<file path="src/rtl/counter_led.sv">
// Free-running 8-bit LED counter whose step period (1 s / 0.5 s / 0.25 s)
// is selected by cycling a debounced push button.
module counter_led #(
    parameter int CLK_FREQ_HZ     = 10_000_000,
    parameter int DEBOUNCE_CYCLES = 8
) (
    input  logic       clk,
    input  logic       rst,
    input  logic       push_button,
    output logic [7:0] led_out
);

    localparam int DB_W = (DEBOUNCE_CYCLES > 1) ? $clog2(DEBOUNCE_CYCLES) : 1;
    localparam logic [DB_W-1:0] DB_LAST = DB_W'(DEBOUNCE_CYCLES - 1);

    localparam logic [31:0] RELOAD_1S      = 32'(CLK_FREQ_HZ - 1);
    localparam logic [31:0] RELOAD_HALF    = 32'(CLK_FREQ_HZ / 2 - 1);
    localparam logic [31:0] RELOAD_QUARTER = 32'(CLK_FREQ_HZ / 4 - 1);

    typedef enum logic [1:0] {
        MODE_1S      = 2'd0,
        MODE_HALF    = 2'd1,
        MODE_QUARTER = 2'd2,
        MODE_BAD     = 2'd3
    } mode_t;

    logic            btn_sync_p0;
    logic            btn_sync_p1;
    logic            btn_sync;
    logic            btn_db;
    logic [DB_W-1:0] db_cnt;
    logic            btn_differs;
    logic            db_accept;
    logic            press;
    mode_t           mode;
    mode_t           mode_nxt;
    logic [31:0]     reload;
    logic [31:0]     pre_cnt;
    logic            tick;

    // Two-flop synchronizer for the asynchronous button
    always_ff @(posedge clk) begin
        if (rst) begin
            btn_sync_p0 <= 1'b0;
            btn_sync_p1 <= 1'b0;
        end else begin
            btn_sync_p0 <= push_button;
            btn_sync_p1 <= btn_sync_p0;
        end
    end

    assign btn_sync = btn_sync_p1;

    // A level change is accepted only after DEBOUNCE_CYCLES consecutive differing samples
    assign btn_differs = (btn_sync != btn_db);
    assign db_accept   = btn_differs && (db_cnt == DB_LAST);
    assign press       = db_accept && btn_sync;

    always_ff @(posedge clk) begin
        if (rst) begin
            btn_db <= 1'b0;
            db_cnt <= '0;
        end else if (!btn_differs) begin
            db_cnt <= '0;
        end else if (db_accept) begin
            btn_db <= btn_sync;
            db_cnt <= '0;
        end else begin
            db_cnt <= db_cnt + 1'b1;
        end
    end

    always_ff @(posedge clk) begin
        if (rst) begin
            mode <= MODE_1S;
        end else begin
            mode <= mode_nxt;
        end
    end

    // Unreachable encoding 3 falls back to the 1 s mode on the next edge
    always_comb begin
        mode_nxt = mode;
        reload   = RELOAD_1S;
        case (mode)
            MODE_1S: begin
                reload = RELOAD_1S;
                if (press) mode_nxt = MODE_HALF;
            end
            MODE_HALF: begin
                reload = RELOAD_HALF;
                if (press) mode_nxt = MODE_QUARTER;
            end
            MODE_QUARTER: begin
                reload = RELOAD_QUARTER;
                if (press) mode_nxt = MODE_1S;
            end
            default: begin
                reload   = RELOAD_1S;
                mode_nxt = MODE_1S;
            end
        endcase
    end

    assign tick = (pre_cnt == reload);

    // A press restarts the period; a coincident tick still advances the LEDs
    always_ff @(posedge clk) begin
        if (rst) begin
            pre_cnt <= '0;
            led_out <= '0;
        end else begin
            if (press || tick) begin
                pre_cnt <= '0;
            end else begin
                pre_cnt <= pre_cnt + 32'd1;
            end
            if (tick) begin
                led_out <= led_out + 8'd1;
            end
        end
    end

endmodule

</file>
<file path="config.mk">
export PLATFORM = sky130hd
export DESIGN_NAME = counter_led
export DESIGN_NICKNAME = d
export VERILOG_FILES = /design/src/rtl/counter_led.sv
export SDC_FILE = /design/constraint.sdc
export NUM_CORES = 1
export LEC_CHECK = 0
export BUFFER_PORTS_ARGS = -buffer_cell sky130_fd_sc_hd__buf_2
export CAP_MARGIN = 20
export CORE_UTILIZATION = 40
export CTS_BUF_LIST = sky130_fd_sc_hd__clkbuf_16
export CTS_CLUSTER_DIAMETER = 80
export CTS_CLUSTER_SIZE = 30
export DETAILED_ROUTE_END_ITERATION = 8
export SLEW_MARGIN = 0
export SYNTH_ARGS = -nofsm -noshare
export SYNTH_HDL_FRONTEND = slang
export SYNTH_SLANG_ARGS = --single-unit
</file>
<file path="constraint.sdc">
create_clock -name clk -period 2.7 [get_ports clk]
set_clock_uncertainty 0.15 [all_clocks]
set_input_delay 0.405 -clock clk [delete_from_list [all_inputs] [get_ports clk]]
set_output_delay 0.405 -clock clk [all_outputs]
set_load 0.02 [all_outputs]
</file>
==> results.env, run 1 <==
RUN_STATUS='completed'
AREA_GROWTH_SYN_TO_LAYOUT_PCT=12.4
SYNTH_FP_NETS=272
CTS_MAX_LEVEL=2
YOSYS.CELL_COUNT.TOP_TYPE='sky130_fd_sc_hd__nor2_1'
POST_ROUTE_ANTENNA_NET_VIOLATION_COUNT=0
INITIAL_CORE_UTIL_PCT=41.8
CORE-AREA_UM2=5540
CLOCKBUFFERDEPTH=2
GRT_MAX_DEGREE=33
PORT_BUFFERS=10
SYNTH_AREA_LEADERS='sky130_fd_sc_hd__dfxtp_1 42%, sky130_fd_sc_hd__xor2_1 9.5%, sky130_fd_sc_hd__nor2_1 8.1%, sky130_fd_sc_hd__ha_1 4.3%, sky130_fd_sc_hd__nand4_1 3.8%'
CELLLEAKAGEPOWER_nW=0.959
MAX-CAP-VIOLATIONS=0
ANTENNA_CELLS=0
POWER-PER-CELL-AREA_nW_PER_UM2=512
ASYNC_RESET_FF_SHARE_PCT=0
WORST-PATH-MAX-FANOUT=9
SETUP_WS_NS=0.184
CP_DATA_REQUIRED_TIME_NS=2.73
SYNTHESIS.INSTANCES=261
FINAL-MAX-SLEW-VIOLATION-COUNT=0
GRT_USAGE_PCT=15.8
DIE-AREA_UM2=6090
SYNTH_EDF_COUNT=0
NUMBER_OF_BUFFERS_INSERTED_DURING_CLOCK_TREE_SYNTHESIS=5
SETUP_VIOL_COUNT_FINAL=0
NETLIST_AREA_BEFORE_PLACEMENT_UM2=2310
SYNTH.LIB_CELLS_USED.DISTINCT=36
CATEGORY_OF_THE_MOST_CRITICAL_SETUP_PATH='register to register'
TRITONCTS='done'
CLOCK-ROOT-BUFFER='sky130_fd_sc_hd__clkbuf_16'
ROUTED_WIRE_LENGTH_PER_INSTANCE_UM=12.0
GRT_PASS1_VIAS=1630
NETLIST_TOP_CELLS_COUNT='50 x sky130_fd_sc_hd__nor2_1, 48 x sky130_fd_sc_hd__dfxtp_1, 25 x sky130_fd_sc_hd__xor2_1, 16 x sky130_fd_sc_hd__nand3_1, 14 x sky130_fd_sc_hd__nand4_1'
SETUP_FIX_BUFFERS_ADDED_AFTER_CLOCK_TREE_SYNTHESIS=0
GRT-OVFL-TOTAL=0
POST_SYNTH_MUX_AREA_SHARE_PCT=3.79
GRT_FIRST_PASS_WIRELENGTH_UM=7680
ROUTE.VIAS.TOTAL=1790
NUM-NETS-FINAL=287
POST_ROUTE_DRC_VIOLATION_COUNT=0
PLACEDCELLCOUNT=341
NUMCLOCKSINKS=48
SYNTH_SEQ_CELLS=48
CRITPATHCAPTURETYPE='register'
DRT_FIRST_ITER_VIOLATIONS=62
SYNTH_COMPOUND_AREA_SHARE_PCT=3.41
MAX_SLEW.WORST_PIN.SLEW_NS=0.711
DIE_W_UM=78.1
FLOORPLAN.IO_PINS=11
PATH_CELLS='inv_1 > ha_1 > xor2_1 > nor4_1 > o2111ai_2 > nor3_1 > mux2_1'
CLK-INSERTION-DELAY-LATE_NS=0.29
SYNTH-ADDER-AREA-SHARE_PCT=4.33
PLACEMENT_ROWS=27
CRITPATHSLOWESTCELL='sky130_fd_sc_hd__nor4_1'
GRT_SETUP_UNREPAIRED='false'
CTS.REPAIR.RESIZED=0
DRT_PASS1_ITERATIONS=6
YOSYS.AREA_SHARE.SIMPLE_PCT=31.6
YOSYSSEQAREASHARE_PCT=41.5
FMAX_GHz=0.397
MAIN_COMBINATIONAL_CELL_FAMILY_BY_AREA_AFTER_SYNTHESIS='simple AND/OR/NAND/NOR gates'
FINAL-INSTANCE-COUNT-EXCL-FILL=348
SYNTH_FF_TYPE='sky130_fd_sc_hd__dfxtp_1'
POST-DP-HPWL_UM=2910
TIMING.SETUP.TNS_NS=0
CRITPATHLAUNCHTYPE='register'
NUMBER_OF_SYNTHESIS_WARNINGS=0
POST_SYNTH_XOR_AREA_FRACTION_PCT=13.3
COUNT_OF_FILLER_CELLS_INSERTED_IN_THE_LAYOUT=588
CTS.HOLD.BUFFERS_ADDED=0
WORSTHOLDPATHTYPE='primary input to register'
FIN_CRIT_SH_PCT=93.2
GLOBALPLACE.CONGESTION=0.744
POWER.IR.VDD_WORST_mV=0.266
WORST_RELATIVE_SLEW_SLACK_PCT=52.4
CHIPHEIGHT_UM=78.1
VIAS_PER_INST=5.14
GRT_ANTENNA_BEFORE_REPAIR=0
FIN_CRIT_NS=2.52
POST-SYNTH-TOP-AREA-CELL='sky130_fd_sc_hd__dfxtp_1'
TOTALWIRELENGTH_UM=4190
CRITICAL_PATH_DATA_ARRIVAL_TIME_NS=2.54
PRE_CTS_SLACK_NS=0.162
SYNTHDOMINANTCELLAREASHARE_PCT=41.5
DRIVE_ABOVE_1_SHARE_PCT=9.06
CRITPATHMAXSTAGEDELAY_NS=0.37
CLKSLEWWORSTSETUPHOLDPATHS_NS=0.06
AVGSYNTHCELLAREA_UM2=8.86
HOLD_VIOL_FINAL=0
FINISH.UTILIZATION_PCT=47.0
layer usage:
metal  GRT usage (%)  share of wire [%]  up-vias
li1                -                  -      928
met1            21.6                 53      833
met2            24.2                 43       21
met3            3.84                2.3        8
met4            5.56                1.8        0
met5               0                  0        -
cell families after synthesis:
kind of cell             Yosys count
AND/OR/NAND/NOR                  139
AO/OA/AOI/OAI                     11
flip-flops                        48
buffers and inverters             12
XOR/XNOR                          35
adder cells (fa/ha/maj)            8
multiplexers                       8
sequential cells by signal, summed over array words and instances, names as in the netlist:
signal       count
pre_cnt         32
led_out          8
db_cnt           3
mode             2
btn_db           1
btn_sync         1
btn_sync_p0      1
per-stage QoR:
stage                     power [W]  instance area, um2  hold WS (ns)
after floorplan            0.000754                2310         0.256
after global placement     0.000762                2470         0.277
after detailed placement   0.000763                2470         0.285
after CTS                   0.00135                2600         0.176
after global routing        0.00139                2600         0.207
final                       0.00133                2600         0.174
placed cells by master, fill, tap and decap left out, types with 6 or more instances in the layout:
cell,n
sky130_fd_sc_hd__buf_2,10
sky130_fd_sc_hd__ha_1,8
sky130_fd_sc_hd__xor2_1,25
sky130_fd_sc_hd__nor3_1,8
sky130_fd_sc_hd__nand4_1,14
sky130_fd_sc_hd__dfxtp_1,48
sky130_fd_sc_hd__nor2b_1,7
sky130_fd_sc_hd__nand2_1,12
sky130_fd_sc_hd__inv_1,8
sky130_fd_sc_hd__mux2_1,6
sky130_fd_sc_hd__nand2b_1,6
sky130_fd_sc_hd__nor2_1,50
sky130_fd_sc_hd__nand3_1,16
sky130_fd_sc_hd__xnor2_1,10
path summary, 6_finish.rpt:
path	start	to	slack, ns	depth (start not counted)
worst max register to register	mode[1]$_SDFFE_PP0P_	led_out[7]$_SDFFE_PP0N_	0.18	7
worst max-delay path	mode[1]$_SDFFE_PP0P_	led_out[7]$_SDFFE_PP0N_	0.18	7
worst min-delay path	push_button	btn_sync_p0$_SDFF_PP0_	0.17	2
worst min register to register	db_cnt[0]$_SDFF_PP0_	db_cnt[0]$_SDFF_PP0_	0.28	1
worst max-delay path, delay by kind of cell, from the launching register on:
| family | cells | cell delay [ns] |
|---|---|---|
| AOI/OAI and AO/OA | 1 | 0.34 |
| xor gates and xnor gates | 1 | 0.18 |
| adders and majority gates | 1 | 0.25 |
| buffers and inverters | 1 | 0.08 |
| DFF | 1 | 0.35 |
| muxes | 1 | 0.34 |
| and+or+nand+nor | 2 | 0.71 |
where the power goes:
part           switching, W  internal, W  leakage (nW)  total (W)
sequential       0.00000415     0.000714         0.388   0.000718
combinational     0.0000176    0.0000109         0.500  0.0000285
clock              0.000252     0.000333        0.0709   0.000585
final cells by class:
cell class	instances	area, um2	area share (%)
Multi-Input combinational cell	201	1310	50.2
Sequential cell	48	961	36.9
Clock buffer	5	125	4.81
Tap cell	72	90.1	3.46
Timing Repair Buffer	13	85.1	3.27
Inverter	7	26.3	1.01
Clock inverter	2	8.76	0.337
(Power assumes the default switching activity.)
==> run 2: changes to the inputs <==
CORE_MARGIN = 2   (was not set)
CORE_UTILIZATION = 50   (was 40)
PLACE_DENSITY = 0.67   (was not set)
==> run 2 against run 1 <==
Worst hold slack better by 0.018 ns. Count of clock-buffer cells in the layout stayed put. Total power is 2.6% lower. Maximum frequency is 0.59% higher. Non-clock buffer count is 1 higher. Critical endpoint is now led_out[5]$_SDFFE_PP0N_.
==> results.env, run 2 (synthesis gave the netlist of run 1 again) <==
RUN_STATUS='completed'
POST-DP-HPWL_UM=2860
TRITONCTS='done'
CRITPATHCAPTURETYPE='register'
HOLD_DEPTH=2
INITIAL_CORE_UTIL_PCT=52.4
NUMBER_OF_FLIP_FLOPS_IN_THE_LARGEST_REGISTER=32
GRT_FIRST_PASS_WIRELENGTH_UM=7190
WORSTHOLDPATHTYPE='primary input to register'
SETUP_VIOL_COUNT_FINAL=0
POWER-PER-CELL-AREA_nW_PER_UM2=504
FIN_CRIT_NS=2.50
FIN_CRIT_SH_PCT=92.6
GRT_MAX_DEGREE=33
GLOBALPLACE.CONGESTION=0.776
CHIPHEIGHT_UM=72.0
RR_STARTPOINT='mode[1]$_SDFFE_PP0P_'
MAX_SLEW.WORST_PIN.SLEW_NS=0.728
FINAL-MAX-SLEW-VIOLATION-COUNT=0
POWER.IR.VDD_WORST_mV=0.392
CORE-AREA_UM2=4410
CRITICAL_PATH_DATA_ARRIVAL_TIME_NS=2.52
ANTENNA_CELLS=0
VIAS_PER_INST=5.24
GRT_PASS1_VIAS=1560
FINALHOLDWORSTSLACK_NS=0.192
AREA_GROWTH_SYN_TO_LAYOUT_PCT=11.2
POST_ROUTE_DRC_VIOLATION_COUNT=0
CELLLEAKAGEPOWER_nW=0.954
LENGTH_OF_ROUTED_WIRING_ON_MET1_UM=2200
WORST-PATH-MAX-FANOUT=8
CLOCK-ROOT-BUFFER='sky130_fd_sc_hd__clkbuf_16'
DRT_PASS1_ITERATIONS=4
CLKSLEWWORSTSETUPHOLDPATHS_NS=0.06
POST_ROUTE_ANTENNA_NET_VIOLATION_COUNT=0
FINALINSTANCEAREA_UM2=2570
CLK-INSERTION-DELAY-LATE_NS=0.28
DIE_W_UM=72.0
ROUTED.TOP_LAYER='met4'
SETUP.REG_TO_REG.WORST_SLACK_NS=0.20
FINAL-INSTANCE-COUNT-EXCL-FILL=327
ROUTE.VIAS.TOTAL=1715
GRT_USAGE_PCT=17.5
DR_WL_MET2_UM=1690
PLACED_CELL_AREA_UM2=2440
ROUTED_WIRE_LENGTH_PER_INSTANCE_UM=12.3
MIN_FROM='push_button'
GRT_ANTENNA_BEFORE_REPAIR=0
SETUP_WS_NS=0.199
PLACEMENT_ROWS=24
PLACEDCELLCOUNT=321
HOLD_VIOL_FINAL=0
CP_DATA_REQUIRED_TIME_NS=2.72
WORST_RELATIVE_SLEW_SLACK_PCT=51.2
TOP_REGISTER='pre_cnt'
NUMCLOCKSINKS=48
GRT_SETUP_UNREPAIRED='false'
DIE-AREA_UM2=5190
RR_ENDPOINT='led_out[5]$_SDFFE_PP0N_'
CLOCKBUFFERDEPTH=2
PORT_BUFFERS=10
TIMING.SETUP.TNS_NS=0
CRITPATHLAUNCHTYPE='register'
CTS_MAX_LEVEL=2
PRE_CTS_SLACK_NS=0.217
GRT-OVFL-TOTAL=0
NUM-NETS-FINAL=288
REG2REGPATHDEPTH=7
FLOORPLAN.IO_PINS=11
TOTALWIRELENGTH_UM=4030
MAX-CAP-VIOLATIONS=0
MOST_COMMON_CELL_AFTER_LAYOUT_FILL_AND_TAPS_ASIDE='sky130_fd_sc_hd__nor2_1'
MET3_LENGTH_UM=91
DRIVE_ABOVE_1_SHARE_PCT=9.09
DRT_FIRST_ITER_VIOLATIONS=90
WORSTHOLDENDPOINT='btn_sync_p0$_SDFF_PP0_'
CTS.HOLD.BUFFERS_ADDED=0
FMAX_GHz=0.400
COUNT_OF_FILLER_CELLS_INSERTED_IN_THE_LAYOUT=401
LARGESTREGISTERS='pre_cnt (32), led_out (8), db_cnt (3)'
NUMBER_OF_BUFFERS_INSERTED_DURING_CLOCK_TREE_SYNTHESIS=5
COMMONEST_CELLS_AFTER_ROUTING_FILL_AND_TAPS_ASIDE='50 x sky130_fd_sc_hd__nor2_1, 48 x sky130_fd_sc_hd__dfxtp_1, 25 x sky130_fd_sc_hd__xor2_1, 16 x sky130_fd_sc_hd__nand3_1, 14 x sky130_fd_sc_hd__nand4_1'
CATEGORY_OF_THE_MOST_CRITICAL_SETUP_PATH='register to register'
-- run 2: changes by cell type in the layout (fill, tap and decap cells not counted) --
cell	change
sky130_fd_sc_hd__a2111oi_0	+1
sky130_fd_sc_hd__a2111oi_1	-1
sky130_fd_sc_hd__buf_4	+1
sky130_fd_sc_hd__clkinv_2	-1
sky130_fd_sc_hd__inv_1	-1
-- run 2: layer usage --
layer / track usage (%) / vias up
li1: - / 932
met4: 6.29 / 0
met5: 0 / -
met1: 26.0 / 767
met3: 4.17 / 4
met2: 24.7 / 12
-- run 2: worst max path at each step --
stage / start / to
3_5_place_dp: mode[0]$_SDFFE_PP0P_ / led_out[5]$_SDFFE_PP0N_
3_3_place_gp: mode[0]$_SDFFE_PP0P_ / led_out[5]$_SDFFE_PP0N_
4_1_cts: mode[1]$_SDFFE_PP0P_ / led_out[5]$_SDFFE_PP0N_
5_1_grt: mode[1]$_SDFFE_PP0P_ / led_out[5]$_SDFFE_PP0N_
2_1_floorplan: mode[0]$_SDFFE_PP0P_ / led_out[5]$_SDFFE_PP0N_
6_report: mode[1]$_SDFFE_PP0P_ / led_out[5]$_SDFFE_PP0N_
-- run 2: per-stage QoR --
stage	total power, W	utilization, %
after floorplan	0.000754	-
after global placement	0.000762	55.3
after detailed placement	0.000763	55.3
after CTS	0.00132	58.1
after global routing	0.00135	58.3
final	0.00130	58.3
-- run 2: where the power goes --
group	switching (W)	internal [W]	total [W]
Sequential	0.00000410	0.000714	0.000718
Clock	0.000223	0.000327	0.000550
Combinational	0.0000175	0.0000108	0.0000283
-- run 2: what timing repair did --
action,in CTS,in global routing
endpoints found under the setup margin,0,2
buffers inserted,0,1
resized for setup,0,0
-- run 2: cell type report --
cell class / instances / area (um2) / share of cell area [%]
inverter: 7 / 26.3 / 1.02
multi-input combinational: 201 / 1300 / 50.7
sequential: 48 / 961 / 37.3
tap: 52 / 65.1 / 2.53
timing repair buffer: 14 / 92.6 / 3.60
clock buffer: 5 / 125 / 4.86
-- run 2: worst max-delay path, stage by stage (launching register included) --
cell                        delay [ns]
sky130_fd_sc_hd__dfxtp_1          0.37
sky130_fd_sc_hd__inv_1            0.10
sky130_fd_sc_hd__ha_1             0.25
sky130_fd_sc_hd__xor2_1           0.18
sky130_fd_sc_hd__nor4_1           0.35
sky130_fd_sc_hd__o2111ai_2        0.32
sky130_fd_sc_hd__nor4_2           0.33
sky130_fd_sc_hd__mux2_1           0.34
==> run 3: changes to the inputs <==
CORE_UTILIZATION = 40   (was 50)
PLACE_DENSITY = not set   (was 0.67)
==> run 3 against run 2 <==
Via count up 5.1%. Critical endpoint unchanged. Worst setup slack better by 0.069 ns. Maximum frequency up 2.8%. Total power up 9.7%. Die area up 24%. Flip-flop and latch count unchanged. Worst hold slack worse by 0.011 ns. Combinational power about the same.
==> results.env, run 3 (synthesis gave the netlist of run 1 again) <==
CLKSLEWWORSTSETUPHOLDPATHS_NS=0.06
GRT_PASS1_VIAS=1641
POST_ROUTE_ANTENNA_NET_VIOLATION_COUNT=0
COMMONEST_CELLS_AFTER_ROUTING_FILL_AND_TAPS_ASIDE='50 x sky130_fd_sc_hd__nor2_1, 48 x sky130_fd_sc_hd__dfxtp_1, 25 x sky130_fd_sc_hd__xor2_1, 16 x sky130_fd_sc_hd__nand3_1, 14 x sky130_fd_sc_hd__nand4_1'
GRT_SETUP_UNREPAIRED='false'
FIN_CRIT_NS=2.43
SETUP_WS_NS=0.268
NUMBER_OF_BUFFERS_INSERTED_DURING_CLOCK_TREE_SYNTHESIS=5
TOTALWIRELENGTH_UM=4210
DRT_PASS1_ITERATIONS=4
SHARE_SEQ_OF_TOTAL_POWER_PCT=50.5
FINAL-SEQ-AREA_UM2=961
LARGESTREGISTERS='pre_cnt (32), led_out (8), db_cnt (3)'
CTS_MAX_LEVEL=2
MOST_COMMON_CELL_AFTER_LAYOUT_FILL_AND_TAPS_ASIDE='sky130_fd_sc_hd__nor2_1'
CLOCK-ROOT-BUFFER='sky130_fd_sc_hd__clkbuf_16'
NUMCLOCKSINKS=48
MAX_SLEW.WORST_PIN.SLEW_NS=0.427
GRT-OVFL-TOTAL=0
FINAL-INSTANCE-COUNT-EXCL-FILL=351
TIMING.SETUP.TNS_NS=0
POWER.SWITCHING_FRACTION_PCT=18.8
WORSTHOLDPATHTYPE='primary input to register'
FINALHOLDWORSTSLACK_NS=0.181
FMAX_GHz=0.411
POST-DP-HPWL_UM=2940
CATEGORY_OF_THE_MOST_CRITICAL_SETUP_PATH='register to register'
CLK-INSERTION-DELAY-LATE_NS=0.28
GRT_USAGE_PCT=14.6
TRITONCTS='done'
FLOORPLAN.IO_PINS=11
NUMBER_OF_FLIP_FLOPS_IN_THE_LARGEST_REGISTER=32
MULTIINPUTGATEAREA_UM2=1310
GLOBALPLACE.CONGESTION=0.723
ANTENNA_CELLS=0
DRT_FIRST_ITER_VIOLATIONS=76
CLOCKBUFFERDEPTH=2
POWER_FRAC_COMB_PCT=2.0
INITIAL_CORE_UTIL_PCT=41.8
PLACEDCELLCOUNT=342
CELLINTERNALPOWER_W=0.00115
COUNT_OF_FILLER_CELLS_INSERTED_IN_THE_LAYOUT=562
DIE_W_UM=80.1
GRT_ANTENNA_BEFORE_REPAIR=0
DIE-AREA_UM2=6410
ROUTED_WIRE_LENGTH_PER_INSTANCE_UM=12.0
CRITPATHMAXSTAGEDELAY_NS=0.35
FINAL-MAX-SLEW-VIOLATION-COUNT=0
SETUP_VIOL_COUNT_FINAL=0
WORST-PATH-MAX-FANOUT=9
PRE_CTS_SLACK_NS=0.138
POWER.IR.VDD_WORST_mV=0.360
ROUTE.VIAS.TOTAL=1802
DRIVE_ABOVE_1_SHARE_PCT=9.68
WORST_RELATIVE_SLEW_SLACK_PCT=71.5
RUN_STATUS='completed'
GRT_MAX_DEGREE=33
PATH_CELLS='inv_1 > ha_1 > xor2_1 > nor4_1 > o2111ai_2 > buf_4 > nor4_2 > mux2_1'
HOLD_VIOL_FINAL=0
CRITICAL_PATH_DATA_ARRIVAL_TIME_NS=2.45
VIAS_PER_INST=5.13
PLACEMENT_ROWS=27
CELLLEAKAGEPOWER_nW=0.976
CRITPATHLAUNCHTYPE='register'
CRITPATHCAPTURETYPE='register'
CP_DATA_REQUIRED_TIME_NS=2.72
CRITPATHSLOWESTCELL='sky130_fd_sc_hd__dfxtp_1'
MAX-CAP-VIOLATIONS=0
FINISH.UTILIZATION_PCT=47.7
SETUP.REG_TO_REG.WORST_SLACK_NS=0.27
TOP_REGISTER='pre_cnt'
CLKPWRFRAC_PCT=47.5
AREA_GROWTH_SYN_TO_LAYOUT_PCT=14.3
NUM-NETS-FINAL=289
POST_ROUTE_DRC_VIOLATION_COUNT=0
PORT_BUFFERS=10
CORE-AREA_UM2=5540
CHIPHEIGHT_UM=80.1
FIN_CRIT_SH_PCT=90.1
POWER-PER-CELL-AREA_nW_PER_UM2=537
GRT_FIRST_PASS_WIRELENGTH_UM=7360
P_SWITCHING_W=0.000267
[run 3: cell count changes in the layout (fill, tap and decap cells not counted), sizes merged]
cell    previous run  this run
bufinv             0         1
clkinv             0         2
buf               14        15
[run 3: final timing paths]
kind / startpoint / endpoint / cells past startpoint
worst min register to register: db_cnt[0]$_SDFF_PP0_ / db_cnt[0]$_SDFF_PP0_ / 1
worst max-delay path: mode[1]$_SDFFE_PP0P_ / led_out[5]$_SDFFE_PP0N_ / 8
worst max register to register: mode[1]$_SDFFE_PP0P_ / led_out[5]$_SDFFE_PP0N_ / 8
worst min-delay path: push_button / btn_sync_p0$_SDFF_PP0_ / 2
[run 3: timing repair]
action                                 4_1_cts  5_1_grt
buffers inserted                             0        1
setup endpoints to repair                    0        8
hold buffers                                 0        0
endpoints found under the hold margin        0        0
resized for setup                            0        1
[run 3: layout make-up]
cell class | instances | share of cell area, %
Sequential cell | 48 | 36.3
Clock inverter | 3 | 1.42
Clock buffer | 5 | 4.73
Inverter | 7 | 0.993
Multi-Input combinational cell | 201 | 49.3
Timing Repair Buffer | 15 | 3.78
Tap cell | 72 | 3.41
[run 3: layer usage]
metal / vias up / global-route usage, % / part of all wire (%)
li1: 930 / - / -
met1: 852 / 20.3 / 53
met2: 13 / 22.1 / 43
met3: 7 / 2.36 / 1.9
met4: 0 / 6.61 / 2.0
met5: - / 0 / 0
[run 3: power groups by stage]
stage	combinational [W]	sequential [W]	clock, W
6_report	0.0000284	0.000718	0.000675
5_1_grt	0.0000332	0.000718	0.000722
4_1_cts	0.0000295	0.000718	0.000691
3_5_place_dp	0.0000294	0.000734	0
3_3_place_gp	0.0000289	0.000734	0
2_1_floorplan	0.0000208	0.000733	0
[run 3: metrics by stage]
step / instance area [um2] / power [W]
3_5_place_dp: 2470 / 0.000763
3_3_place_gp: 2470 / 0.000763
2_1_floorplan: 2310 / 0.000754
4_1_cts: 2640 / 0.00144
5_1_grt: 2650 / 0.00147
6_report: 2650 / 0.00142
[run 3: worst max-delay path, delay by kind of cell, from the launching register on]
family / cells / cell delay (ns)
muxes: 1 / 0.34
AOI/OAI and AO/OA: 1 / 0.17
and+or+nand+nor: 2 / 0.60
DFF: 1 / 0.35
adders and majority gates: 1 / 0.25
buffers and inverters: 2 / 0.28
xor gates and xnor gates: 1 / 0.18
